### src/rtl/fwd_pkg.sv
// Shared encodings for the forwarding/hazard unit: selector codes and hazard FSM states.
package fwd_pkg;
  localparam logic [1:0] FWD_RF    = 2'b00;
  localparam logic [1:0] FWD_EXMEM = 2'b01;
  localparam logic [1:0] FWD_MEMWB = 2'b10;
  localparam logic [1:0] FWD_WB    = 2'b11;

  typedef enum logic {
    HZ_RUN   = 1'b0,
    HZ_STALL = 1'b1
  } hz_state_e;
endpackage

### src/rtl/fwd_src_cmp.sv
// Per-operand destination comparator and newest-producer-first priority encoder.
// Purely combinational; never stalls.
module fwd_src_cmp
  import fwd_pkg::*;
#(
  parameter int REG_ADDR_W  = 3,
  parameter int ZERO_REG_EN = 0
) (
  input  logic [REG_ADDR_W-1:0] src_addr,
  input  logic                  src_valid,
  input  logic [REG_ADDR_W-1:0] ex_dest,
  input  logic                  ex_wb_en,
  input  logic [REG_ADDR_W-1:0] mem_dest,
  input  logic                  mem_wb_en,
  input  logic [REG_ADDR_W-1:0] wb_dest,
  input  logic                  wb_wb_en,
  output logic [1:0]            sel_next,
  output logic                  match_ex
);
  logic src_live;
  logic match_mem;
  logic match_wb;

  always_comb begin
    // The hardwired-zero register can never be a forwarding target.
    src_live  = src_valid & ~((ZERO_REG_EN != 0) && (src_addr == '0));
    match_ex  = src_live & ex_wb_en  & (src_addr == ex_dest);
    match_mem = src_live & mem_wb_en & (src_addr == mem_dest);
    match_wb  = src_live & wb_wb_en  & (src_addr == wb_dest);

    sel_next = FWD_RF;
    if (match_ex)       sel_next = FWD_EXMEM;
    else if (match_mem) sel_next = FWD_MEMWB;
    else if (match_wb)  sel_next = FWD_WB;
  end
endmodule

### src/rtl/fwd_hazard_unit.sv
// Forwarding selector register plus load-use stall FSM and saturating stall counter.
// Selectors appear 1 cycle after ID; stall/bubble are combinational (0 cycles) and flush overrides them.
module fwd_hazard_unit
  import fwd_pkg::*;
#(
  parameter int REG_ADDR_W        = 3,
  parameter int NUM_SRC           = 2,
  parameter int LOAD_STALL_CYCLES = 1,
  parameter int ZERO_REG_EN       = 0,
  parameter int PERF_W            = 16
) (
  input  logic                            clk,
  input  logic                            rst,
  input  logic [NUM_SRC*REG_ADDR_W-1:0]   id_src_addr,
  input  logic [NUM_SRC-1:0]              id_src_valid,
  input  logic [REG_ADDR_W-1:0]           ex_dest,
  input  logic                            ex_wb_en,
  input  logic                            ex_is_load,
  input  logic [REG_ADDR_W-1:0]           mem_dest,
  input  logic                            mem_wb_en,
  input  logic [REG_ADDR_W-1:0]           wb_dest,
  input  logic                            wb_wb_en,
  input  logic                            flush,
  input  logic                            perf_clr,
  output logic [NUM_SRC*2-1:0]            fwd_sel_q,
  output logic                            stall,
  output logic                            bubble,
  output logic [PERF_W-1:0]               stall_cycles
);
  localparam logic [3:0] CNT_INIT =
    (LOAD_STALL_CYCLES > 1) ? 4'(LOAD_STALL_CYCLES - 2) : 4'd0;
  localparam logic [PERF_W-1:0] PERF_MAX = '1;

  logic [NUM_SRC*2-1:0] sel_next;
  logic [NUM_SRC-1:0]   match_ex;
  logic                 hazard;

  hz_state_e            state_q, state_d;
  logic [3:0]           cnt_q, cnt_d;
  logic [NUM_SRC*2-1:0] fwd_sel_d;
  logic [PERF_W-1:0]    stall_cycles_q, stall_cycles_d;

  for (genvar i = 0; i < NUM_SRC; i++) begin : g_cmp
    fwd_src_cmp #(
      .REG_ADDR_W  (REG_ADDR_W),
      .ZERO_REG_EN (ZERO_REG_EN)
    ) u_cmp (
      .src_addr  (id_src_addr[i*REG_ADDR_W +: REG_ADDR_W]),
      .src_valid (id_src_valid[i]),
      .ex_dest   (ex_dest),
      .ex_wb_en  (ex_wb_en),
      .mem_dest  (mem_dest),
      .mem_wb_en (mem_wb_en),
      .wb_dest   (wb_dest),
      .wb_wb_en  (wb_wb_en),
      .sel_next  (sel_next[2*i +: 2]),
      .match_ex  (match_ex[i])
    );
  end

  always_comb begin
    hazard  = ex_is_load & (|match_ex);
    stall   = ~flush & ((state_q == HZ_STALL) | hazard);
    bubble  = stall;

    state_d = state_q;
    cnt_d   = cnt_q;
    if (flush) begin
      state_d = HZ_RUN;
      cnt_d   = 4'd0;
    end else if (state_q == HZ_RUN) begin
      if (hazard && (LOAD_STALL_CYCLES > 1)) begin
        state_d = HZ_STALL;
        cnt_d   = CNT_INIT;
      end
    end else if (cnt_q == 4'd0) begin
      state_d = HZ_RUN;
    end else begin
      cnt_d = cnt_q - 4'd1;
    end

    // A bubbled EX slot must read the register file, not a stale bypass.
    fwd_sel_d = (flush | stall) ? '0 : sel_next;

    stall_cycles_d = stall_cycles_q;
    if (perf_clr)                                 stall_cycles_d = '0;
    else if (stall && stall_cycles_q != PERF_MAX) stall_cycles_d = stall_cycles_q + 1'b1;
  end

  always_ff @(posedge clk) begin
    if (rst) begin
      state_q        <= HZ_RUN;
      cnt_q          <= 4'd0;
      fwd_sel_q      <= '0;
      stall_cycles_q <= '0;
    end else begin
      state_q        <= state_d;
      cnt_q          <= cnt_d;
      fwd_sel_q      <= fwd_sel_d;
      stall_cycles_q <= stall_cycles_d;
    end
  end

  assign stall_cycles = stall_cycles_q;
endmodule

### config.mk
export PLATFORM = sky130hd
export DESIGN_NAME = fwd_hazard_unit
export DESIGN_NICKNAME = d
export VERILOG_FILES = /design/src/rtl/fwd_pkg.sv /design/src/rtl/fwd_src_cmp.sv /design/src/rtl/fwd_hazard_unit.sv
export SDC_FILE = /design/constraint.sdc
export NUM_CORES = 1
export LEC_CHECK = 0
export ABC_AREA = 0
export CAP_MARGIN = 10
export CELL_PAD_IN_SITES_DETAIL_PLACEMENT = 0
export CELL_PAD_IN_SITES_GLOBAL_PLACEMENT = 1
export CORE_UTILIZATION = 36
export CTS_CLUSTER_DIAMETER = 60
export DETAILED_ROUTE_END_ITERATION = 6
export GPL_ROUTABILITY_DRIVEN = 0
export PLACE_DENSITY_LB_ADDON = 0.12
export SETUP_SLACK_MARGIN = 0.4
export SYNTH_ARGS = -nofsm -noshare
export SYNTH_HDL_FRONTEND = slang
export SYNTH_SLANG_ARGS = --single-unit
### constraint.sdc
create_clock -name clk -period 2.6 [get_ports clk]
set_clock_uncertainty 0.1 [all_clocks]
set_input_delay 0.39 -clock clk [delete_from_list [all_inputs] [get_ports clk]]
set_output_delay 0.39 -clock clk [all_outputs]
set_load 0.01 [all_outputs]
-- After elaboration in Yosys (flattened, before gate mapping)
Index checks and enable logic that the tools add are counted.
- bitwise operators: 19
- multiplexer cells: 7
- reductions and logical operators: 10
- add/subtract/negate cells: 2
- equality and inequality tests: 7
- operators with widths (cell ; count):
    == test 3 bit ; 6
    adder 16 x 1 -> 16 bit, second input constant ; 1
    inequality test 16 bit, second input constant ; 1
    bitwise AND 1 bit ; 14
    OR reduction 3 bit ; 3
    2-to-1 mux 2 bit ; 4
    OR reduction 2 bit ; 4
    zero test 4 bit ; 1
    subtractor 4 x 1 -> 4 bit, second input constant ; 1
    2-to-1 mux 1 bit ; 3
    NOT 1 bit ; 3
    bitwise OR 1 bit ; 2
    AND reduction 2 bit ; 1
    logical AND 1 bit ; 1
- output and inout bits: 22
- bits in registers: 25
- bits of input ports: 25
- logic and storage cells: 51

-- Longest topological paths before layout
Gate-level depths: netlist of the first run.
- word-level depth: 8
- gate-level depth with buffers: 7
- depth with buffers taken out: 7

-- Modules after synthesis
From an unflattened synthesis of the first run, not the netlist that was laid out.
- cells, all modules: 171
- area, all modules: 1482.7 µm²
- by module, submodules not included (module ; area each (µm²) ; cells an instance ; seq. area each (µm²) ; instances):
    fwd_hazard_unit ; 1214.9 ; 135 ; 500.5 ; 1
    fwd_src_cmp ; 133.9 ; 18 ; 0.0 ; 2

-- Least setup slack after synthesis of the first run
Ideal clock, no wire load.
- path kind: input to output
- start point: input port ex_dest[2]
- end point: output port stall
- arrival time: 1626 ps
- stages on the path: 6
- slack: 484 ps
- cells stage by stage: xor2_1 nor4_4 a211oi_2 buf_2 nor2_1 buf_4
- longest elaborated chain between the ends: 6
- elaborated cells on any way between the ends: 8
- classes of those cells: 2 x eq/ne; 5 x bitwise; 1 x reduce/logical
- ends and longest elaborated chain (what ; line ; text):
    start: declaration ; fwd_hazard_unit.sv:16 ; input logic [REG_ADDR_W-1:0] ex_dest,
    == test 3 bit ; fwd_src_cmp.sv:27 ; match_ex = src_live & ex_wb_en & (src_addr == ex_dest);
    bitwise AND 1 bit ; fwd_src_cmp.sv:27 ;
    OR reduction 2 bit (*) ; fwd_hazard_unit.sv:62 ; hazard = ex_is_load & (|match_ex);
    bitwise AND 1 bit (*) ; fwd_hazard_unit.sv:62 ;
    bitwise OR 1 bit (*) ; fwd_hazard_unit.sv:63 ; stall = ~flush & ((state_q == HZ_STALL) | hazard);
    bitwise AND 1 bit (*) ; fwd_hazard_unit.sv:63 ;
    end: declaration ; fwd_hazard_unit.sv:26 ; output logic stall,
Every way passes the cells marked *; elsewhere a longest branch is shown, timed or not.

-- Worst setup path after layout of the first run
Ends and elaborated chain as after synthesis.

==> qor.yml, run 1 <==
status: "completed"
grt_pass1_wl_um: 6780
num_vias: 1604
synthFlopType: "dfxtp_1"
dp_cells: 284
slew_headroom_pct: 45.4
cts_buffers: 3
yosysSeqAreaShare_pct: 33.4
first_global_vias: 1439
finalSetupTns_ps: 0
leakage_nw: 0.779
path_class: "in2out"
dp_slack_ps: -258
r2r-end: "stall_cycles[15]"
fillers: 383
htree_levels: 1
yosysWarnings: 0
crit_slowest_cell: "nor4_4"
syn_inst: 182
fin_ws_ps: 486
cts_root_buf: "clkbuf_8"
drive_gt1_share_pct: 16.7
p_sw_share_pct: 26.3
path_delay_family: "simple AND/OR/NAND/NOR gates"
finalHoldViolCount: 0
p_clk_share_pct: 31.3
ys_top_cells_by_area: "dfxtp_1 33%, xor2_1 7.0%, xnor2_1 5.3%"
pwr-share-comb_pct: 18.1
fin_cells: 289
use_met1_pct: 26.5
slew_viol_final: 0
gr-total-overflow: 0
min_from: "stall_cycles[15]"
ios: 47
die_h_um: 66.5
power_frac_seq_pct: 50.7
maxCapViolCount: 0
end_kind: "output port"
power_density_nw_per_um2: 350
fp.dieArea_sq_um: 4420
cts_hold_buf: 0
yosysMostFrequentCell: "dfxtp_1"
use_met2_pct: 34.6
dr.pass1.iters: 4
syn_nets: 209
cp.required_ps: 2110
setup_violations: 0
hold-path-cell-count: 2
wl_per_cell_um: 14.9
clock_latency_ps: 270
row_count: 23
via_per_inst: 5.55
finalCritPeriodShare_pct: 81.3
syn_area_sq_um: 1500
min_to: "stall_cycles[15]"
start_util_pct: 37.4
worst_slew_pin_slew_ps: 807
io_buffer_count: 46
synth_top_cell_by_area: "dfxtp_1"
yosysTopAreaCellShare_pct: 33.4
post-route-drc-count: 0
reg2reg_from: "stall_cycles[3]"
antenna_found_initial: 0
cp.buffers_inverters: 2
final_util_pct: 54.1
yosysUniqueCellTypes: 40
clk_pin_slew_ps: 100
postSynth.asyncResetShare_pct: 0
busiest_layer: "met2"
first_iter_violations: 118
crit_path_cell_trace: "clkdlybuf4s15_1 -> xor2_2 -> nor4_4 -> a211oi_2 -> nor2_2 -> buf_2"
avgSynthCellArea_sq_um: 8.22
synth_top_cells_by_count: "25 x dfxtp_1, 17 x nor2_1, 16 x nand2_1"
grt.total_usage_pct: 20.2
use_met3_pct: 2.74
r2r_slack_ps: 590
r2r_cells: 5
antenna_left: 0
core_sq_um: 4000
synth_seq_cells: 25
max_stage_delay_ps: 310
vdd_drop_max_uv: 220
path_max_fanout: 2
fin_hold_ws_ps: 429
start_kind: "primary input"
die_width_um: 66.5
wirelength_um: 4300
rsz0062_at_grt: "false"
cp.arrival_ps: 1620
clockBufferDepth: 2
insertedDiodeCount: 0
area_growth_pct: 44.7
max_freq_mhz: 473
cts.sinks: 25
grt_start_max_net_pins: 27
dp_hpwl_um: 3200
hold_path.class: "reg2reg"
tritoncts: "built"
synth_edf_count: 0
period_needed_ps: 2110
switching_power_mw: 0.199
p_int_mw: 0.559
nets: 267
[worst max-delay path by stage]
stage                         from     to  depth (start not counted)
finish                  ex_dest[2]  stall                          6
global route            ex_dest[2]  stall                          6
CTS                     ex_dest[2]  stall                          6
detailed placement  id_src_addr[0]  stall                          6
global placement        ex_dest[0]  stall                          6
floorplan               ex_dest[2]  stall                          6
[through the flow]
step,cell area [sq um],power (mW)
floorplan,1500,0.448
global placement,2080,0.523
detailed placement,2080,0.524
CTS,2170,0.763
global route,2170,0.791
finish,2170,0.758
[repair_timing]
| action | CTS | global route |
|---|---|---|
| resized for setup | 31 | 10 |
| setup buffers | 1 | 0 |
| setup endpoints to repair | 14 | 13 |
| cloned | 0 | 0 |
| pin swaps | 7 | 5 |
[routing by layer]
| metal | vias to the layer above | routed length, um |
|---|---|---|
| met5 | - | 0 |
| met4 | 0 | 57 |
| met3 | 6 | 260 |
| met2 | 59 | 2080 |
| met1 | 755 | 1900 |
| li1 | 784 | - |
[power groups by stage]
stage | Clock (mW) | Sequential (mW) | Combinational, mW
after floorplan | 0 | 0.394 | 0.0544
after global placement | 0 | 0.393 | 0.130
after detailed placement | 0 | 0.393 | 0.131
after CTS | 0.242 | 0.384 | 0.136
after global routing | 0.260 | 0.384 | 0.147
final | 0.237 | 0.384 | 0.137
[worst min-delay path, stage by stage, from the launching register on]
cell and delay [ps]:
dfxtp_1 350, o31ai_1 70, a21oi_1 60
[cell families after synthesis]
group	count (synthesis)	synth area share (%)
compound gates	38	16.6
xor+xnor	21	12.3
fa+ha+maj	2	1.67
buf+inv	12	3.93
flops	25	33.4
mux	1	0.669
simple gates	83	31.4
[state kept, by name (all words and copies together) (netlist names)]
register / count
cnt_q: 4
fwd_sel_q: 4
stall_cycles: 16
state_q: 1
[cell usage in the layout (no fill, tap or decap), types with 3 or more instances in the layout]
cell type and count:
inv_1 5, a21oi_1 15, clkbuf_8 3, clkdlybuf4s50_1 31, o31ai_1 7, buf_4 13, nand2_1 15, nand3_1 7
o21ai_0 3, nor3_1 6, xor2_1 8, or3_1 7, xor2_2 4, nor2_1 16, dlygate4sd2_1 9, or4_1 5
clkbuf_2 3, o21ai_1 3, nand4_1 9, xnor2_1 7, dfxtp_1 25
[cell type report]
type	count	area (sq um)	share of cell area [%]
clock buffer	3	41.3	1.91
inverter	5	18.8	0.867
timing repair buffer	60	533	24.6
tap	50	62.6	2.89
clock inverter	1	5.00	0.231
multi-input combinational	145	1000	46.4
sequential	25	500	23.1
Note: power is estimated with default switching activity, not from simulation.
==> inputs of run 2 (changes only) <==
Settings changed: CORE_UTILIZATION 36 to 33.
Clock period 2.6 ns to 2.1 ns, I/O delays scaled along.
==> run 2 against run 1 <==
Compared with the run above:
- clock-buffer cell count rose by 1
- final area rose by 28%
- highest routed layer unchanged
- wire length rose by 21%
- core utilization rose by 9.4 points
- largest power group unchanged
- power rose by 34%
- cell count rose by 13%
- die area rose by 8.8%
- clock power rose by 22%
- via count rose by 13%
==> qor.yml, run 2 (synthesized netlist as in run 1, its figures left out) <==
status: "completed"
grt_pass1_wl_um: 8500
multi_input_area_sq_um: 1220
fin_cells: 326
leakage_nw: 1.08
start_util_pct: 34.4
core_sq_um: 4350
clockBufferDepth: 2
path_class: "in2reg"
r2r_cells: 6
cp.arrival_ps: 2000
finalCritPeriodShare_pct: 90.0
cp.required_ps: 2210
fin_hold_ws_ps: 395
dp_hpwl_um: 3380
num_vias: 1810
antenna_found_initial: 0
dp_cells: 293
hold_path.class: "reg2reg"
htree_levels: 1
tritoncts: "built"
drive_gt1_share_pct: 45.3
ios: 47
dp_slack_ps: -597
r2r-end: "stall_cycles[3]"
post-route-drc-count: 0
gr-total-overflow: 0
cts_root_buf: "clkbuf_8"
nets: 302
finalPower_mw: 1.02
area_growth_pct: 84.9
finalSetupTns_ps: 0
fp.dieArea_sq_um: 4810
finalHoldViolCount: 0
end_kind: "flop"
final_cell_mix: "43 x buf_4, 28 x clkdlybuf4s50_1, 15 x nor2_1, 12 x nand2_1, 12 x dfxtp_2"
post-route-cell-area_sq_um: 2770
final_util_pct: 63.5
die_width_um: 69.3
rsz0062_at_grt: "true"
maxCapViolCount: 0
cts.sinks: 25
first_global_vias: 1876
row_count: 24
placed_area_sq_um: 2220
period_needed_ps: 1890
clock_latency_ps: 270
grt_start_max_net_pins: 14
crit_end: "stall_cycles[10]"
slew_viol_final: 0
worst_slew_pin_slew_ps: 557
cts_buffers: 3
max_freq_mhz: 529
clk_pin_slew_ps: 90
setup_violations: 0
vdd_drop_max_uv: 387
io_buffer_count: 46
path_max_fanout: 4
setup.worst_path.start: "id_src_addr[3]"
reg2reg_from: "stall_cycles[1]"
fillers: 359
die_h_um: 69.3
largest_reg_flops: 16
insertedDiodeCount: 0
final_common_cell: "buf_4"
dr.pass1.iters: 4
antenna_left: 0
start_kind: "primary input"
fin_ws_ps: 210
r2r_slack_ps: 220
wirelength_um: 5200
first_iter_violations: 108
slew_headroom_pct: 62.8
wl_per_cell_um: 15.9
grt.total_usage_pct: 21.7
power_density_nw_per_um2: 368
regArea_sq_um: 523
via_per_inst: 5.55
==> run 2: changes by cell type in the layout (fill, tap and decap cells not counted), moves of 6 or more <==
| cell | delta |
|---|---|
| a21oi_1 | -6 |
| dlygate4sd2_1 | -7 |
| buf_4 | +30 |
| dfxtp_1 | -14 |
| a21oi_2 | +6 |
| buf_6 | +7 |
| dfxtp_2 | +12 |
==> run 2: critical path: stages <==
cell      delay, ps
buf_2           140
xor2_4          160
nor4_4          340
a211oi_4        140
buf_6           170
buf_12          120
or4_4           470
a21oi_2         140
==> run 2: final cells by class <==
class	count	area share (%)
inverters	5	0.678
well taps	52	2.35
repair buffers	95	32.4
multi-input cells	145	44.0
clock buffers	4	1.63
flip-flops and latches	25	18.9
==> run 2: per-layer routing <==
metal | share of wire [%] | track usage (%) | wire (um)
met4 | 2.7 | 9.98 | 140
met3 | 3.6 | 3.63 | 186
met1 | 39 | 24.2 | 2030
met5 | 0 | 0 | 0
met2 | 55 | 39.9 | 2840
==> run 2: how the worst min path moves through the flow <==
stage	startpoint	end	slack, ps	depth (start not counted)
after global routing	stall_cycles[13]	stall_cycles[13]	410	2
after CTS	stall_cycles[7]	stall_cycles[7]	400	2
after floorplan	stall_cycles[13]	stall_cycles[13]	380	2
after global placement	stall_cycles[15]	stall_cycles[15]	380	2
final	stall_cycles[7]	stall_cycles[7]	400	2
after detailed placement	stall_cycles[7]	stall_cycles[7]	390	2
==> run 2: power by group <==
group          total [mW]  internal [mW]  switching [mW]
clock network       0.290          0.136           0.154
logic               0.256          0.146           0.110
registers           0.473          0.472        0.000577
==> run 2: what timing repair did <==
item	in CTS	in global routing
resized for setup	87	36
hold buffers	0	0
buffers inserted	21	6
endpoints found under the hold margin	0	0
gates cloned	2	0
setup endpoints to repair	23	29
pin swaps	26	15
